File: config.mk
export PLATFORM = sky130hd
export DESIGN_NAME = ice51_loader_ctrl
export DESIGN_NICKNAME = d
export VERILOG_FILES = /design/src/rtl/ice51_loader_ctrl_pkg.sv /design/src/rtl/ice51_loader_ctrl.sv
export SDC_FILE = /design/constraint.sdc
export NUM_CORES = 1
export LEC_CHECK = 0
export CAP_MARGIN = 20
export CORE_ASPECT_RATIO = 0.5
export CORE_MARGIN = 2
export CORE_UTILIZATION = 49
export CTS_BUF_LIST = sky130_fd_sc_hd__clkbuf_4 sky130_fd_sc_hd__clkbuf_8 sky130_fd_sc_hd__clkbuf_16
export DETAILED_ROUTE_END_ITERATION = 6
export PLACE_DENSITY = 0.82
export SLEW_MARGIN = 20
export SYNTH_ARGS = -nofsm -noshare
export SYNTH_HDL_FRONTEND = slang
export SYNTH_SLANG_ARGS = --single-unit
File: constraint.sdc
create_clock -name i_clk -period 2.9 [get_ports i_clk]
set_input_delay 0.58 -clock i_clk [delete_from_list [all_inputs] [get_ports i_clk]]
set_output_delay 0.58 -clock i_clk [all_outputs]
set_load 0.01 [all_outputs]
File: src/rtl/ice51_loader_ctrl_pkg.sv
// Shared definitions for the ice51 boot loader: FSM state encoding,
// checksum width and the modulo-256 checksum accumulate step.
package ice51_loader_ctrl_pkg;

    // Loader phases: receive code bytes, report checksum, release the CPU
    typedef enum logic [1:0] {
        ST_LOAD = 2'd0,
        ST_SUM  = 2'd1,
        ST_RUN  = 2'd2
    } ldr_state_t;

    // Checksum is a plain byte-wide running sum
    localparam int SUM_W = 8;

    // Add one received byte into the running checksum (wraps naturally)
    function automatic logic [SUM_W-1:0] sum_add(input logic [SUM_W-1:0] acc,
                                                 input logic [7:0]       data);
        return acc + SUM_W'(data);
    endfunction

endpackage

File: src/rtl/ice51_loader_ctrl.sv
// Boot loader controller for the ice51 core. After reset it copies MEM_SIZE
// bytes from the UART into code memory, transmits their byte checksum, then
// releases the CPU and hands code-memory addressing and UART TX to it.
// With i_preload set during reset the load and checksum are skipped.
module ice51_loader_ctrl
    import ice51_loader_ctrl_pkg::*;
#(
    parameter int MEM_SIZE = 512,
    parameter int ADDR_W   = 9
) (
    input  logic              i_clk,
    input  logic              i_rst,
    input  logic              i_preload,
    input  logic              i_rx_valid,
    input  logic [7:0]        i_rx_data,
    input  logic [ADDR_W-1:0] i_cpu_addr,
    input  logic              i_cpu_tx_valid,
    input  logic [7:0]        i_cpu_tx_data,
    input  logic              i_tx_ready,
    output logic [ADDR_W-1:0] o_mem_addr,
    output logic [7:0]        o_mem_wdata,
    output logic              o_mem_we,
    output logic              o_tx_valid,
    output logic [7:0]        o_tx_data,
    output logic              o_cpu_rst,
    output logic              o_loading
);

    // Index of the final byte; accepting it ends the load without advancing
    // the pointer, so address 0 can never be revisited.
    localparam logic [ADDR_W-1:0] LAST_ADDR = ADDR_W'(MEM_SIZE - 1);

    ldr_state_t        state_reg,    state_next;
    logic [ADDR_W-1:0] wr_ptr_reg,   wr_ptr_next;
    logic [ADDR_W-1:0] waddr_reg,    waddr_next;
    logic [SUM_W-1:0]  sum_reg,      sum_next;
    logic              we_reg,       we_next;
    logic [7:0]        wdata_reg,    wdata_next;
    logic              tx_valid_reg, tx_valid_next;
    logic [7:0]        tx_data_reg,  tx_data_next;
    logic              cpu_rst_reg,  cpu_rst_next;
    logic              loading_reg,  loading_next;

    // State and datapath registers; reset chooses LOAD or RUN from i_preload
    always_ff @(posedge i_clk) begin
        if (i_rst) begin
            state_reg    <= i_preload ? ST_RUN : ST_LOAD;
            wr_ptr_reg   <= '0;
            waddr_reg    <= '0;
            sum_reg      <= '0;
            we_reg       <= 1'b0;
            wdata_reg    <= 8'h00;
            tx_valid_reg <= 1'b0;
            tx_data_reg  <= 8'h00;
            cpu_rst_reg  <= ~i_preload;
            loading_reg  <= ~i_preload;
        end else begin
            state_reg    <= state_next;
            wr_ptr_reg   <= wr_ptr_next;
            waddr_reg    <= waddr_next;
            sum_reg      <= sum_next;
            we_reg       <= we_next;
            wdata_reg    <= wdata_next;
            tx_valid_reg <= tx_valid_next;
            tx_data_reg  <= tx_data_next;
            cpu_rst_reg  <= cpu_rst_next;
            loading_reg  <= loading_next;
        end
    end

    // Next-state and registered-output logic for the LOAD -> SUM -> RUN flow
    always_comb begin
        state_next    = state_reg;
        wr_ptr_next   = wr_ptr_reg;
        waddr_next    = waddr_reg;
        sum_next      = sum_reg;
        we_next       = 1'b0;
        wdata_next    = wdata_reg;
        tx_valid_next = tx_valid_reg;
        tx_data_next  = tx_data_reg;
        cpu_rst_next  = cpu_rst_reg;

        case (state_reg)
            ST_LOAD: begin
                cpu_rst_next  = 1'b1;
                tx_valid_next = 1'b0;
                if (i_rx_valid) begin
                    we_next    = 1'b1;
                    waddr_next = wr_ptr_reg;
                    wdata_next = i_rx_data;
                    sum_next   = sum_add(sum_reg, i_rx_data);
                    if (wr_ptr_reg == LAST_ADDR) begin
                        // Last byte: checksum (including it) goes out next cycle
                        state_next    = ST_SUM;
                        tx_valid_next = 1'b1;
                        tx_data_next  = sum_next;
                    end else begin
                        wr_ptr_next = wr_ptr_reg + ADDR_W'(1);
                    end
                end
            end
            ST_SUM: begin
                // Hold the checksum byte until the transmitter takes it
                cpu_rst_next = 1'b1;
                if (i_tx_ready) begin
                    state_next    = ST_RUN;
                    tx_valid_next = 1'b0;
                    cpu_rst_next  = 1'b0;
                end
            end
            ST_RUN: begin
                cpu_rst_next  = 1'b0;
                tx_valid_next = 1'b0;
            end
            default: begin
                state_next = ST_LOAD;
            end
        endcase

        loading_next = (state_next == ST_LOAD);
    end

    // Only the address and TX muxes are combinational; the CPU owns them in RUN
    always_comb begin
        if (state_reg == ST_RUN) begin
            o_mem_addr = i_cpu_addr;
            o_tx_valid = i_cpu_tx_valid;
            o_tx_data  = i_cpu_tx_data;
        end else begin
            o_mem_addr = waddr_reg;
            o_tx_valid = tx_valid_reg;
            o_tx_data  = tx_data_reg;
        end
    end

    assign o_mem_wdata = wdata_reg;
    assign o_mem_we    = we_reg;
    assign o_cpu_rst   = cpu_rst_reg;
    assign o_loading   = loading_reg;

endmodule

* Word-level counts from Yosys, hierarchy flattened *
Cells that the tools add are included.

word-level totals
  register bits = 48
  word-level logic and storage cells = 46

cells by class
  equality and inequality tests = 4
  add/sub/neg operators = 2
  reductions and logical operators = 9
  muxes and demuxes = 18
  bitwise operators = 3

operator list
  operator               count
  $mux W2                5
  $add A9 B1 Y9 const B  1
  $eq A9 B9 Y1 const B   1
  $mux W9                1
  $add A8 B8 Y8          1
  $mux W1                8
  $mux W8                1
  $pmux W1 S3            2
  $pmux W2 S3            1
  $reduce_and A3 Y1      2
  $logic_not A2 Y1       2
  $reduce_and A2 Y1      2
  $reduce_bool A4 Y1     1
  $not A1 Y1             3
  $reduce_bool A3 Y1     1
  $eq A2 B1 Y1 const B   1
  $eq A2 B2 Y1 const B   1
  $ne A2 B2 Y1 const B   1
  $reduce_or A2 Y1       1

* Depth between registers and ports, before layout *
Gate-level depths: netlist of the first run.

  depth in word-level cells = 6
  depth in mapped cells = 9

* Worst setup path after synthesis of the first run *
OpenSTA, ideal clock, no wires.

  path kind = input -> register
  from = input port i_rx_data[0]
  to = register tx_data_reg[6]
  arrival = 2140 ps
  stages = 8
  slack = 675 ps
  path through = ha_1 -> inv_1 -> fa_1 -> nor2b_4 -> o31a_1 -> or4b_1 -> o311a_2 -> o31ai_2

between the ends
  word-level cells in the longest chain between the ends = 1

ends and longest elaborated chain
  item                  line                         RTL
  start, declared       ice51_loader_ctrl.sv:15      input logic [7:0] i_rx_data,
  $add A8 B8 Y8         ice51_loader_ctrl_pkg.sv:18  return acc + SUM_W'(data);
  end signal, assigned  ice51_loader_ctrl.sv:65      tx_data_reg <= tx_data_next;
  end, declared         ice51_loader_ctrl.sv:40      logic [7:0] tx_data_reg, tx_data_next;

No other way between the ends.
A chain may end at the register's enable or synchronous reset.

* Final worst setup path of the first run *
  from = register state_reg[0]
  to = output port o_tx_data[2]

between the ends
  word-level cells in the longest chain between the ends = 2

ends and longest elaborated chain
  item                    line                      RTL
  start, declared         ice51_loader_ctrl.sv:33   ldr_state_t state_reg, state_next;
  start signal, assigned  ice51_loader_ctrl.sv:47   state_reg <= i_preload ? ST_RUN : ST_LOAD;
  start signal, assigned  ice51_loader_ctrl.sv:58   state_reg <= state_next;
  $eq A2 B2 Y1            ice51_loader_ctrl.sv:125  if (state_reg == ST_RUN) begin
  $mux W8                 ice51_loader_ctrl.sv:125
  end, declared           ice51_loader_ctrl.sv:24   output logic [7:0] o_tx_data,

No other way between the ends.

==> results of run 1 <==
[cell families after synthesis]
kind of cell | synth area share
and+or+nand+nor | 0.207
muxes | 0.0972
buffers and inverters | 0.0333
DFF | 0.403
adders and majority gates | 0.0759
AOI/OAI and AO/OA | 0.148
xor gates and xnor gates | 0.0353
[how the worst max path moves through the flow]
stage / from / end / slack (ps) / depth (start not counted)
2_1_floorplan: i_rx_data[0] / tx_data_reg[6] / 680 / 8
3_3_place_gp: i_rx_data[0] / tx_data_reg[6] / 180 / 9
3_5_place_dp: i_rx_data[0] / tx_data_reg[6] / 100 / 9
4_1_cts: state_reg[0] / o_tx_data[6] / 160 / 4
5_1_grt: state_reg[0] / o_tx_data[6] / 80 / 4
6_report: state_reg[0] / o_tx_data[2] / 170 / 4
[cells in the final DEF (no fill, tap or decap), types with 2 or more instances in the layout]
cell              n
nor2_1           21
a21oi_1          35
mux2_2           19
nand4_1           3
xnor2_1           2
o21ai_0           9
xor2_1            5
nand4b_1          2
nand3_1           3
clkinv_2          2
mux2i_1           2
inv_1             6
a21o_1            2
clkdlybuf4s50_1  58
and3_1            2
nand2_1          55
or3_1             2
nand3b_1          4
or4_1             4
dfxtp_1          47
buf_4             3
o31ai_2           2
nor2b_1           2
a211oi_1          5
ha_1             12
clkbuf_8          5
[cell type report]
cell class / count / share of cell area
Tap cell: 66 / 0.0264
Timing Repair Buffer: 62 / 0.194
Multi-Input combinational cell: 209 / 0.434
Clock buffer: 5 / 0.0220
Inverter: 6 / 0.00719
Sequential cell: 48 / 0.310
Clock inverter: 3 / 0.00600
[repair_timing]
action,CTS,global route
hold buffers,0,0
setup endpoints to repair,18,0
buffers inserted,0,0
resized for setup,1,0
[power breakdown]
| group | leakage (nW) | internal [mW] | switching, mW |
|---|---|---|---|
| Clock | 0.0479 | 0.168 | 0.223 |
| Combinational | 0.740 | 0.184 | 0.160 |
| Sequential | 0.392 | 0.687 | 0.0155 |
[stage by stage]
stage	setup WS, ps	instance area (sq um)	hold slack (ps)
6_report	166	3130	459
4_1_cts	156	3130	460
2_1_floorplan	675	2410	434
5_1_grt	77.8	3130	487
3_5_place_dp	99.5	3040	447
3_3_place_gp	176	3040	441
[worst reg2reg max path, cell delays in order (launching register included)]
cell,delay (ps)
dfxtp_1,400
ha_1,240
nand3_1,100
nor2_1,110
ha_1,370
nand3_2,290
a2111oi_0,590
nor2_1,70
[routing by layer]
metal,share of wire,up-vias
met4,0.0056,0
li1,-,1075
met1,0.47,1061
met3,0.034,4
met2,0.49,42
met5,0,-
==> out/metrics.yaml, run 1 <==
global_routing:
  use_met3: 0.0481
  overflow: 0
  grt.total_usage: 0.208
  use_met1: 0.245
  grt_pass1_vias: 2083
  antenna_found_initial: 0
  grt-busiest-layer: "met2"
  grt_start_max_net_pins: 58
  grtUsageMet2: 0.395
  grt_pass1_wl_um: 8970
clocking:
  numCtsBuffers: 5
  clockRootBuffer: "clkbuf_8"
  clkTransAtPathRegs_ps: 90
  clk_path_buf_depth: 2
  clock-sinks: 48
  tritoncts: "done"
  insertion_delay_ps: 300
  cts_max_level: 2
final_layout:
  final_cells: 399
  final_nets: 377
  area_growth_syn_to_layout_pct: 30.0
  antenna-diode-count: 0
  seqCellArea_sq_um: 971
  fillers: 384
  finish.utilization: 0.688
  multiInputGateArea_sq_um: 1360
  drive_gt1_frac: 0.114
floorplan:
  core-area_sq_um: 4550
  chipHeight_um: 53.6
  design.die.area_sq_um: 5520
  fp-row-count: 17
  die_width_um: 103
  start_util: 0.529
  ios: 60
synth:
  synth_area_leaders: "dfxtp_1 (39%), mux2_2 (8.9%), nand2_1 (8.6%)"
  syn_inst: 278
  avgSynthCellArea_sq_um: 8.66
  yosysMostFrequentCell: "nand2_1"
  synth_edf_count: 1
  synth_top_cell_by_area: "dfxtp_1"
  synth_top_area_frac: 0.391
  synth-async-reset-ratio: 0
  ys_warn_count: 0
  ys_ff_latch: 48
  synth_common_cells: "nand2_1 (55), dfxtp_1 (47), a21oi_1 (35)"
  syn_area_sq_um: 2410
  syn-num-nets: 323
  ys_types: 43
  ys.flop_type: "dfxtp_1"
  ys_seq_area_frac: 0.403
critical_path:
  slowest_stage: "ha_2"
  crit_chain: "inv_1, ha_2, mux2_2, clkdlybuf4s50_1"
  slowest_delay_ps: 520
  reg2reg_depth: 7
  path_buf_inv: 2
  crit_arrival_ps: 2150
  r2r_slack_ps: 610
  r2r-start: "wr_ptr_reg[0]"
  critical_path_class: "reg -> out"
  cp-start-kind: "flop"
  cp.required_ps: 2320
  path_delay_family: "buffers and inverters"
  endpoint_kind: "primary output"
  rr_endpoint: "o_loading"
  crit_fanout: 20
power:
  power_mw: 1.44
  power_leakage_nw: 1.18
  irDropWorstVdd_v: 0.000224
  p_per_area_nw_per_um2: 459
sta:
  rsz0062_at_grt: "no"
  finalMaxSlewViolations: 0
  period_minus_slack_ps: 2730
  slew_headroom: 0.372
  hold_violations: 0
  fin_tns_setup_ps: 0
  finalClockSkew_ps: 5.18
  max_freq_mhz: 366
  final.period_utilization: 0.943
  tightest_slew_ps: 942
  setup_viol: 0
routing:
  vias_per_cell: 5.47
  drc: 0
  detail-route-antenna-nets: 0
  avgRoutedWirePerCell_um: 13.9
  drtPass1Iterations: 5
  num_vias: 2182
  drt_wl_total_um: 5540
  drt-initial-drc-count: 81
placement:
  finalWeightedCongestion: 0.875
  dp_cells: 391
  io_buffer_count: 59
  dp_hpwl_um: 3930
hold_path:
  whs_endpoint: "waddr_reg[5]"
  min_from: "waddr_reg[5]"
  hold_depth: 2
  hold_path.class: "reg -> reg"
job:
  drv_cap: 0
run_status:
  status: "finished clean"
Note: power is estimated with default switching activity, not from simulation.
==> run 2: changes to the inputs <==
--- a/config.mk
+++ b/config.mk
@@ -7,7 +7,6 @@
 export LEC_CHECK = 0
 export CAP_MARGIN = 20
 export CORE_ASPECT_RATIO = 0.5
-export CORE_MARGIN = 2
 export CORE_UTILIZATION = 49
 export CTS_BUF_LIST = sky130_fd_sc_hd__clkbuf_4 sky130_fd_sc_hd__clkbuf_8 sky130_fd_sc_hd__clkbuf_16
 export DETAILED_ROUTE_END_ITERATION = 6
@@ -16,3 +15,4 @@
 export SYNTH_ARGS = -nofsm -noshare
 export SYNTH_HDL_FRONTEND = slang
 export SYNTH_SLANG_ARGS = --single-unit
+export TNS_END_PERCENT = 100
==> out/metrics.yaml, run 2 (same netlist as run 1, synthesis figures left out) <==
global_routing:
  overflow: 0  # unchanged
  grt_pass1_vias: 1925  # was 2083
  grt_start_max_net_pins: 58  # unchanged
  grt_pass1_wl_um: 8570  # was 8970 um
  antenna_found_initial: 0  # unchanged
  grt.total_usage: 0.216  # was 0.208
routing:
  vias_per_cell: 5.28  # was 5.47
  avgRoutedWirePerCell_um: 13.5  # was 13.9 um
  drtPass1Iterations: 4  # was 5
  drc: 0  # unchanged
  num_vias: 2108  # was 2182
  detail-route-antenna-nets: 0  # unchanged
  drt_wl_total_um: 5400  # was 5540 um
  drt-initial-drc-count: 101  # was 81
floorplan:
  design.die.area_sq_um: 5210  # was 5520 sq um
  chipHeight_um: 51.6  # was 53.6 um
  ios: 60  # unchanged
  core-area_sq_um: 4550  # unchanged
  fp-row-count: 17  # unchanged
  start_util: 0.529  # unchanged
  die_width_um: 101  # was 103 um
sta:
  finalMaxSlewViolations: 0  # unchanged
  setup_viol: 0  # unchanged
  max_freq_mhz: 363  # was 366 MHz
  slew_headroom: 0.368  # was 0.372
  finalClockSkew_ps: 5.98  # was 5.18 ps
  tightest_slew_ps: 948  # was 942 ps
  period_minus_slack_ps: 2750  # was 2730 ps
  fin_tns_setup_ps: 0  # unchanged
  hold_violations: 0  # unchanged
  rsz0062_at_grt: "no"  # unchanged
  final.period_utilization: 0.949  # was 0.943
final_layout:
  finish.instance_area_sq_um: 3130  # unchanged
  area_growth_syn_to_layout_pct: 30.0  # unchanged
  fillers: 382  # was 384
  multiInputGateArea_sq_um: 1360  # unchanged
  layout_common_cells: "clkdlybuf4s50_1 (58), nand2_1 (55), dfxtp_1 (47)"  # unchanged
  drive_gt1_frac: 0.114  # unchanged
  final_nets: 377  # unchanged
  final_cells: 399  # unchanged
  seqCellArea_sq_um: 971  # unchanged
  antenna-diode-count: 0  # unchanged
  finish.utilization: 0.688  # unchanged
  final_common_cell: "clkdlybuf4s50_1"  # unchanged
clocking:
  cts_resized: 1  # unchanged
  numCtsBuffers: 5  # unchanged
  cts_max_level: 2  # unchanged
  postCtsSetupRepairBufs: 0  # unchanged
  insertion_delay_ps: 310  # was 300 ps
  postCtsHoldBufs: 0  # unchanged
  clockRootBuffer: "clkbuf_8"  # unchanged
  clock-sinks: 48  # unchanged
  clk_path_buf_depth: 2  # unchanged
  tritoncts: "done"  # unchanged
  clkTransAtPathRegs_ps: 90  # about the same
job:
  drv_cap: 0  # unchanged
critical_path:
  crit_arrival_ps: 2170  # was 2150 ps
  critical_path_class: "reg -> out"  # unchanged
  crit_fanout: 20  # unchanged
  endpoint_kind: "primary output"  # unchanged
  r2r-start: "wr_ptr_reg[3]"  # was wr_ptr_reg[0]
  rr_endpoint: "o_loading"  # unchanged
  startpoint: "state_reg[0]"  # unchanged
  reg2reg_depth: 7  # unchanged
  cp.required_ps: 2320  # about the same
  cp-start-kind: "flop"  # unchanged
  r2r_slack_ps: 650  # was 610 ps
placement:
  place_area_sq_um: 3040  # unchanged
  dp_cells: 391  # unchanged
  dp_hpwl_um: 3830  # was 3930 um
  finalWeightedCongestion: 0.820  # was 0.875
  io_buffer_count: 59  # unchanged
hold_path:
  whs_endpoint: "o_mem_wdata[4]"  # was waddr_reg[5]
  hold_path.class: "reg -> reg"  # unchanged
  hold_depth: 2  # unchanged
  min_from: "o_mem_wdata[4]"  # was waddr_reg[5]
power:
  power_leakage_nw: 1.18  # unchanged
  p_per_area_nw_per_um2: 463  # was 459 nW/um^2
  irDropWorstVdd_v: 0.000220  # was 0.000224 V
run_status:
  status: "finished clean"  # unchanged
-- run 2: cell counts in the layout (fill, tap and decap cells not counted) --
Identical to the previous run, type by type.
-- run 2: stage by stage --
step | setup slack (ps) | hold WS [ps] | power (mW)
2_1_floorplan | 675 | 434 | 0.915
3_3_place_gp | 175 | 441 | 1.05
3_5_place_dp | 135 | 449 | 1.06
4_1_cts | 138 | 461 | 1.45
5_1_grt | 77.0 | 482 | 1.51
6_report | 147 | 460 | 1.45
-- run 2: worst max path at each step --
| stage | cells past startpoint | end | slack, ps |
|---|---|---|---|
| 2_1_floorplan | 8 | tx_data_reg[6] | 680 |
| 3_3_place_gp | 9 | tx_data_reg[6] | 170 |
| 3_5_place_dp | 9 | tx_data_reg[6] | 140 |
| 4_1_cts | 4 | o_mem_addr[7] | 140 |
| 5_1_grt | 3 | o_mem_addr[7] | 80 |
| 6_report | 4 | o_mem_addr[7] | 150 |
-- run 2: layout make-up --
type / count / area share
clock inverter: 3 / 0.00600
tap: 66 / 0.0264
inverter: 6 / 0.00719
clock buffer: 5 / 0.0220
sequential: 48 / 0.310
timing repair buffer: 62 / 0.194
multi-input combinational: 209 / 0.434
-- run 2: critical path, cell delays in order (launching register included) --
cell             delay (ps)
dfxtp_1                 340
inv_1                   100
ha_2                    510
mux2_2                  400
clkdlybuf4s50_1         500
-- run 2: layer usage --
layer / track usage / part of all wire
met3: 0.0484 / 0.040
met2: 0.395 / 0.50
met5: 0 / 0
met1: 0.254 / 0.45
met4: 0.0797 / 0.016
-- run 2: power breakdown --
group	internal [mW]	switching (mW)	leakage, nW	total [mW]
Combinational	0.184	0.159	0.740	0.343
Sequential	0.687	0.0158	0.392	0.703
Clock	0.168	0.235	0.0479	0.403
